$ cat src/rtl/instr_mem_loader.sv
`default_nettype none
// ============================================================================
//  Module      : instr_mem_loader
//  Description : Byte-serial loaded instruction memory for a single-cycle core;
//                holds the core in reset until the program is loaded.
//  Revision    : 1.0  initial release
// ============================================================================
module instr_mem_loader #(
    parameter int          ADDR_SIZE = 6,
    parameter logic [31:0] HALT_WORD = 32'h0000000D
) (
    input  logic                 clock,
    input  logic                 reset,
    input  logic                 load_valid,
    output logic                 load_ready,
    input  logic [7:0]           load_byte,
    input  logic                 load_last,
    input  logic [31:0]          raddr,
    output logic [31:0]          instr,
    output logic                 core_reset,
    input  logic                 halted,
    output logic                 done,
    output logic                 load_err,
    output logic [ADDR_SIZE:0]   words_loaded
);

    localparam int c_DEPTH = 1 << ADDR_SIZE;

    typedef enum logic [1:0] {
        S_LOAD = 2'd0,
        S_RUN  = 2'd1,
        S_DONE = 2'd2
    } state_t;

    state_t                 r_state;
    logic [1:0]             r_byte_idx;
    logic [ADDR_SIZE-1:0]   r_wptr;
    logic [31:0]            r_acc;
    logic [c_DEPTH-1:0]     r_valid;
    logic [31:0]            r_mem [c_DEPTH];
    logic                   r_core_reset;
    logic                   r_load_err;
    logic [ADDR_SIZE:0]     r_words;

    logic                   w_xfer;
    logic                   w_commit;
    logic [31:0]            w_word;
    logic                   w_in_range;
    logic [ADDR_SIZE-1:0]   w_ridx;

    assign w_xfer   = load_valid && (r_state == S_LOAD);
    assign w_commit = w_xfer && (load_last || (r_byte_idx == 2'd3));

    // Big-endian placement: byte k of a word lands in bits [31-8k -: 8]
    assign w_word   = r_acc | ({load_byte, 24'h000000} >> {r_byte_idx, 3'b000});

    always_ff @(posedge clock) begin
        if (reset) begin
            r_state      <= S_LOAD;
            r_byte_idx   <= 2'd0;
            r_wptr       <= '0;
            r_acc        <= 32'h0;
            r_valid      <= '0;
            r_core_reset <= 1'b1;
            r_load_err   <= 1'b0;
            r_words      <= '0;
        end else begin
            // Lags state by one cycle so the core still sees reset as RUN begins
            r_core_reset <= (r_state == S_LOAD);
            case (r_state)
                S_LOAD: begin
                    if (w_xfer) begin
                        if (w_commit) begin
                            r_valid[r_wptr] <= 1'b1;
                            r_wptr          <= r_wptr + 1'b1;
                            r_words         <= r_words + 1'b1;
                            r_byte_idx      <= 2'd0;
                            r_acc           <= 32'h0;
                            if (load_last) begin
                                r_state <= S_RUN;
                            end else if (&r_wptr) begin
                                r_state    <= S_RUN;
                                r_load_err <= 1'b1;
                            end
                        end else begin
                            r_acc      <= w_word;
                            r_byte_idx <= r_byte_idx + 1'b1;
                        end
                    end
                end
                S_RUN: begin
                    if (halted) begin
                        r_state <= S_DONE;
                    end
                end
                S_DONE: begin
                    r_state <= S_DONE;
                end
                default: begin
                    r_state <= S_LOAD;
                end
            endcase
        end
    end

    // Storage carries no reset; the valid bitmap decides what is visible
    always_ff @(posedge clock) begin
        if (!reset && w_commit) begin
            r_mem[r_wptr] <= w_word;
        end
    end

    assign w_in_range = (raddr[31:ADDR_SIZE] == '0);
    assign w_ridx     = raddr[ADDR_SIZE-1:0];

    always_comb begin
        instr = HALT_WORD;
        if ((r_state == S_RUN) && w_in_range && r_valid[w_ridx]) begin
            instr = r_mem[w_ridx];
        end
    end

    assign load_ready   = (r_state == S_LOAD);
    assign done         = (r_state == S_DONE);
    assign core_reset   = r_core_reset;
    assign load_err     = r_load_err;
    assign words_loaded = r_words;

endmodule
`default_nettype wire

$ cat config.mk
export PLATFORM = sky130hd
export DESIGN_NAME = instr_mem_loader
export DESIGN_NICKNAME = d
export VERILOG_FILES = /design/src/rtl/instr_mem_loader.sv
export SDC_FILE = /design/constraint.sdc
export NUM_CORES = 2
export LEC_CHECK = 0
export ABC_AREA = 1
export CORE_UTILIZATION = 35
export CTS_CLUSTER_SIZE = 10
export DETAILED_ROUTE_END_ITERATION = 7
export HOLD_SLACK_MARGIN = 0.03
export PLACE_DENSITY = 0.56
export SYNTH_ARGS = -nofsm -noshare
export SYNTH_HDL_FRONTEND = slang
export SYNTH_SLANG_ARGS = --single-unit
$ cat constraint.sdc
create_clock -name clock -period 5 [get_ports clock]
set_clock_uncertainty 0.2 [all_clocks]
set_input_delay 0.75 -clock clock [delete_from_list [all_inputs] [get_ports clock]]
set_output_delay 0.75 -clock clock [all_outputs]
set_load 0.05 [all_outputs]
==> impl_metrics.tcl <==
set metrics [dict create \
    cts_tree "yes" \
    r2r_slack_ns 1.28 \
    timing.rr.end "r_mem[57][9]$_DFFE_PP_" \
    synth_edf_count 2048 \
    rr_worst_depth 7 \
    period_needed_ns 4.47 \
    grt_pass1_vias 56100 \
    ys_warn_count 0 \
    start_util 0.353 \
    postPlaceCellArea_um2 93800 \
    p_leak_nw 34.9 \
    synth_nets 7391 \
    slew_headroom 0.0954 \
    grt_overflow 0 \
    hold_class "flip-flop to flip-flop" \
    syn_area_um2 87300 \
    p_per_area_nw_per_um2 399 \
    final_common_cell "nand2_1" \
    path_clk_slew_ns 0.06 \
    max_slew.worst_pin.slew_ns 1.36 \
    multi_input_area_um2 21000 \
    grt_first_pass_wirelength_mm 382 \
    clk_latency_ns 0.88 \
    final_nets 7501 \
    cts_buffers 238 \
    whs_endpoint "words_loaded[6]$_SDFFE_PP0P_" \
    die-height_um 501 \
    drive_gt1_frac 0.0934 \
    outcome "complete, no violations" \
    period_share 0.895 \
    slew_viol_final 0 \
    routed_wl_mm 262 \
    dp_hpwl_mm 140 \
    yosysUniqueCellTypes 30 \
    fillers 22900 \
    max_cap_viol_count 0 \
    die_w_um 501 \
    drtPass1Iterations 6 \
    grt_max_degree 208 \
    crit_type "input pin to output pin" \
    synth-seq-cells 2163 \
    crit_required_ns 4.05 \
    hold_viol 0 \
    syn_area_per_cell_um2 11.9 \
    viasPerCell 5.36 \
    async_reset_ff_frac 0 \
    port_buffers 87 \
    worstPathArrival_ns 3.52 \
    h-tree-depth 4 \
    path_max_fanout 128 \
    holdCritStartpoint "words_loaded[6]$_SDFFE_PP0P_" \
    synth_ff_type "edfxtp_1" \
    ant_nets 0 \
    fin_setup_tns_ns 0 \
    syn_to_final_growth_pct 15.0 \
    grt_use_total 0.205 \
    rsz0062_at_grt "false" \
    layout_common_cells "nand2_1 (2243), edfxtp_1 (2048), nand3_1 (2042)" \
    peakVddDrop_v 0.000369 \
    cts_sinks 2163 \
    ios 88 \
    antenna_found_initial 3 \
    routedWlPerCell_um 24.1 \
    hold_buffers 0 \
    cts_root_buffer "clkbuf_16" \
    rows 182 \
    routed-via-count 58100 \
    hold_depth 1 \
    post-cts-setup-buffer-count 0 \
    r2r-start "r_byte_idx[0]$_SDFFE_PP0P_" \
    ys_seq_area_frac 0.731 \
    place_congestion 0.813 \
    cts_resized 0 \
    drc 0 \
    fmax_ghz 0.223 \
    cts_max_path_buffers 3 \
    critPathCaptureType "output pin" \
    seq_area_um2 63800 \
    die-area_um2 251000 \
    finalSetupViolCount 0 \
    drt_iter0_markers 6744 \
    synth_cells 7339 \
    core_area_um2 247000 \
    fin_area_um2 100000 \
    cp-start-kind "input pin" \
    whs_ns 0.257 \
]
==> worst max-delay path, stage by stage <==
cell and delay [ns]:
buf_8 0.23, buf_12 0.31, buf_12 0.42, nand2_1 0.10
nand3_1 0.12, nand3_1 0.10, nand3_1 0.12, nand3_1 0.15
nand3_1 0.26, nand2_1 0.17, nor2_1 0.23, buf_12 0.17
==> registers in the layout, summed over array words and instances, names as in the netlist <==
signal        cells
r_state           2
r_valid          64
words_loaded      7
r_wptr            6
r_acc            32
core_reset        1
r_mem          2048
r_byte_idx        2
load_err          1
==> metal layers <==
layer	GRT usage	up-vias	routed length, um
li1	-	26200	-
met4	0.0593	2	6540
met3	0.0309	357	20400
met1	0.284	29100	111000
met2	0.333	2474	124000
met5	0	-	12
==> synthesized netlist by cell type, types with 7 or more instances <==
| master | n | area (um^2) |
|---|---|---|
| buf_6 | 44 | 495 |
| dfxtp_1 | 115 | 2300 |
| a21oi_1 | 16 | 80.1 |
| nand2_1 | 2243 | 8420 |
| buf_2 | 196 | 981 |
| nor2_1 | 141 | 529 |
| nand4_1 | 13 | 81.3 |
| nor3_1 | 17 | 85.1 |
| a31o_2 | 8 | 70.1 |
| o21ai_0 | 97 | 485 |
| a31oi_1 | 8 | 50.1 |
| nand3_1 | 2042 | 10200 |
| ha_1 | 7 | 87.6 |
| clkbuf_1 | 96 | 360 |
| inv_1 | 39 | 146 |
| nor2_2 | 11 | 68.8 |
| buf_1 | 46 | 173 |
| edfxtp_1 | 2048 | 61500 |
| buf_4 | 120 | 901 |
| o21bai_1 | 16 | 120 |
==> logic make-up (layout without fill, tap and decap cells) <==
group	count (synthesis)	count (layout)	share of synthesized area
fa+ha+maj	7	7	0.00100
compound gates	152	152	0.00977
buf+inv	547	733	0.0354
other cells	0	2	0
simple gates	4470	4470	0.223
flops	2163	2163	0.731
==> where the power goes <==
part	internal [mW]	switching, mW
Combinational	0.784	2.89
Sequential	20.8	0.0634
Clock	8.73	6.72
==> worst max-delay path by stage <==
stage,startpoint,end,slack (ns),cells past startpoint
floorplan,r_state[0]$_SDFFE_PP0P_,r_mem[12][0]$_DFFE_PP_,1.05,10
global placement,raddr[0],instr[3],0.53,16
detailed placement,raddr[0],instr[3],0.56,16
CTS,raddr[0],instr[3],0.55,16
global route,raddr[0],instr[20],0.33,12
finish,raddr[0],instr[20],0.53,12
==> layout make-up <==
class / instances / share of cell area
Sequential cell: 2163 / 0.636
Multi-Input combinational cell: 4629 / 0.210
Clock buffer: 303 / 0.0634
Timing Repair Buffer: 372 / 0.0459
Tap cell: 3312 / 0.0413
Inverter: 45 / 0.00216
Clock inverter: 13 / 0.00180
Antenna cell: 2 / 0.0000499
==> metrics by stage <==
| step | total power, mW | instances | util | setup slack (ns) |
|---|---|---|---|---|
| after floorplan | 23.3 | 7339 | - | 1.05 |
| after global placement | 24.8 | 10500 | 0.380 | 0.527 |
| after detailed placement | 24.9 | 10500 | 0.380 | 0.563 |
| after CTS | 40.2 | 10800 | 0.407 | 0.554 |
| after global routing | 41.2 | 10800 | 0.407 | 0.331 |
| final | 40.0 | 10800 | 0.407 | 0.525 |
Note: power is estimated with default switching activity, not from simulation.
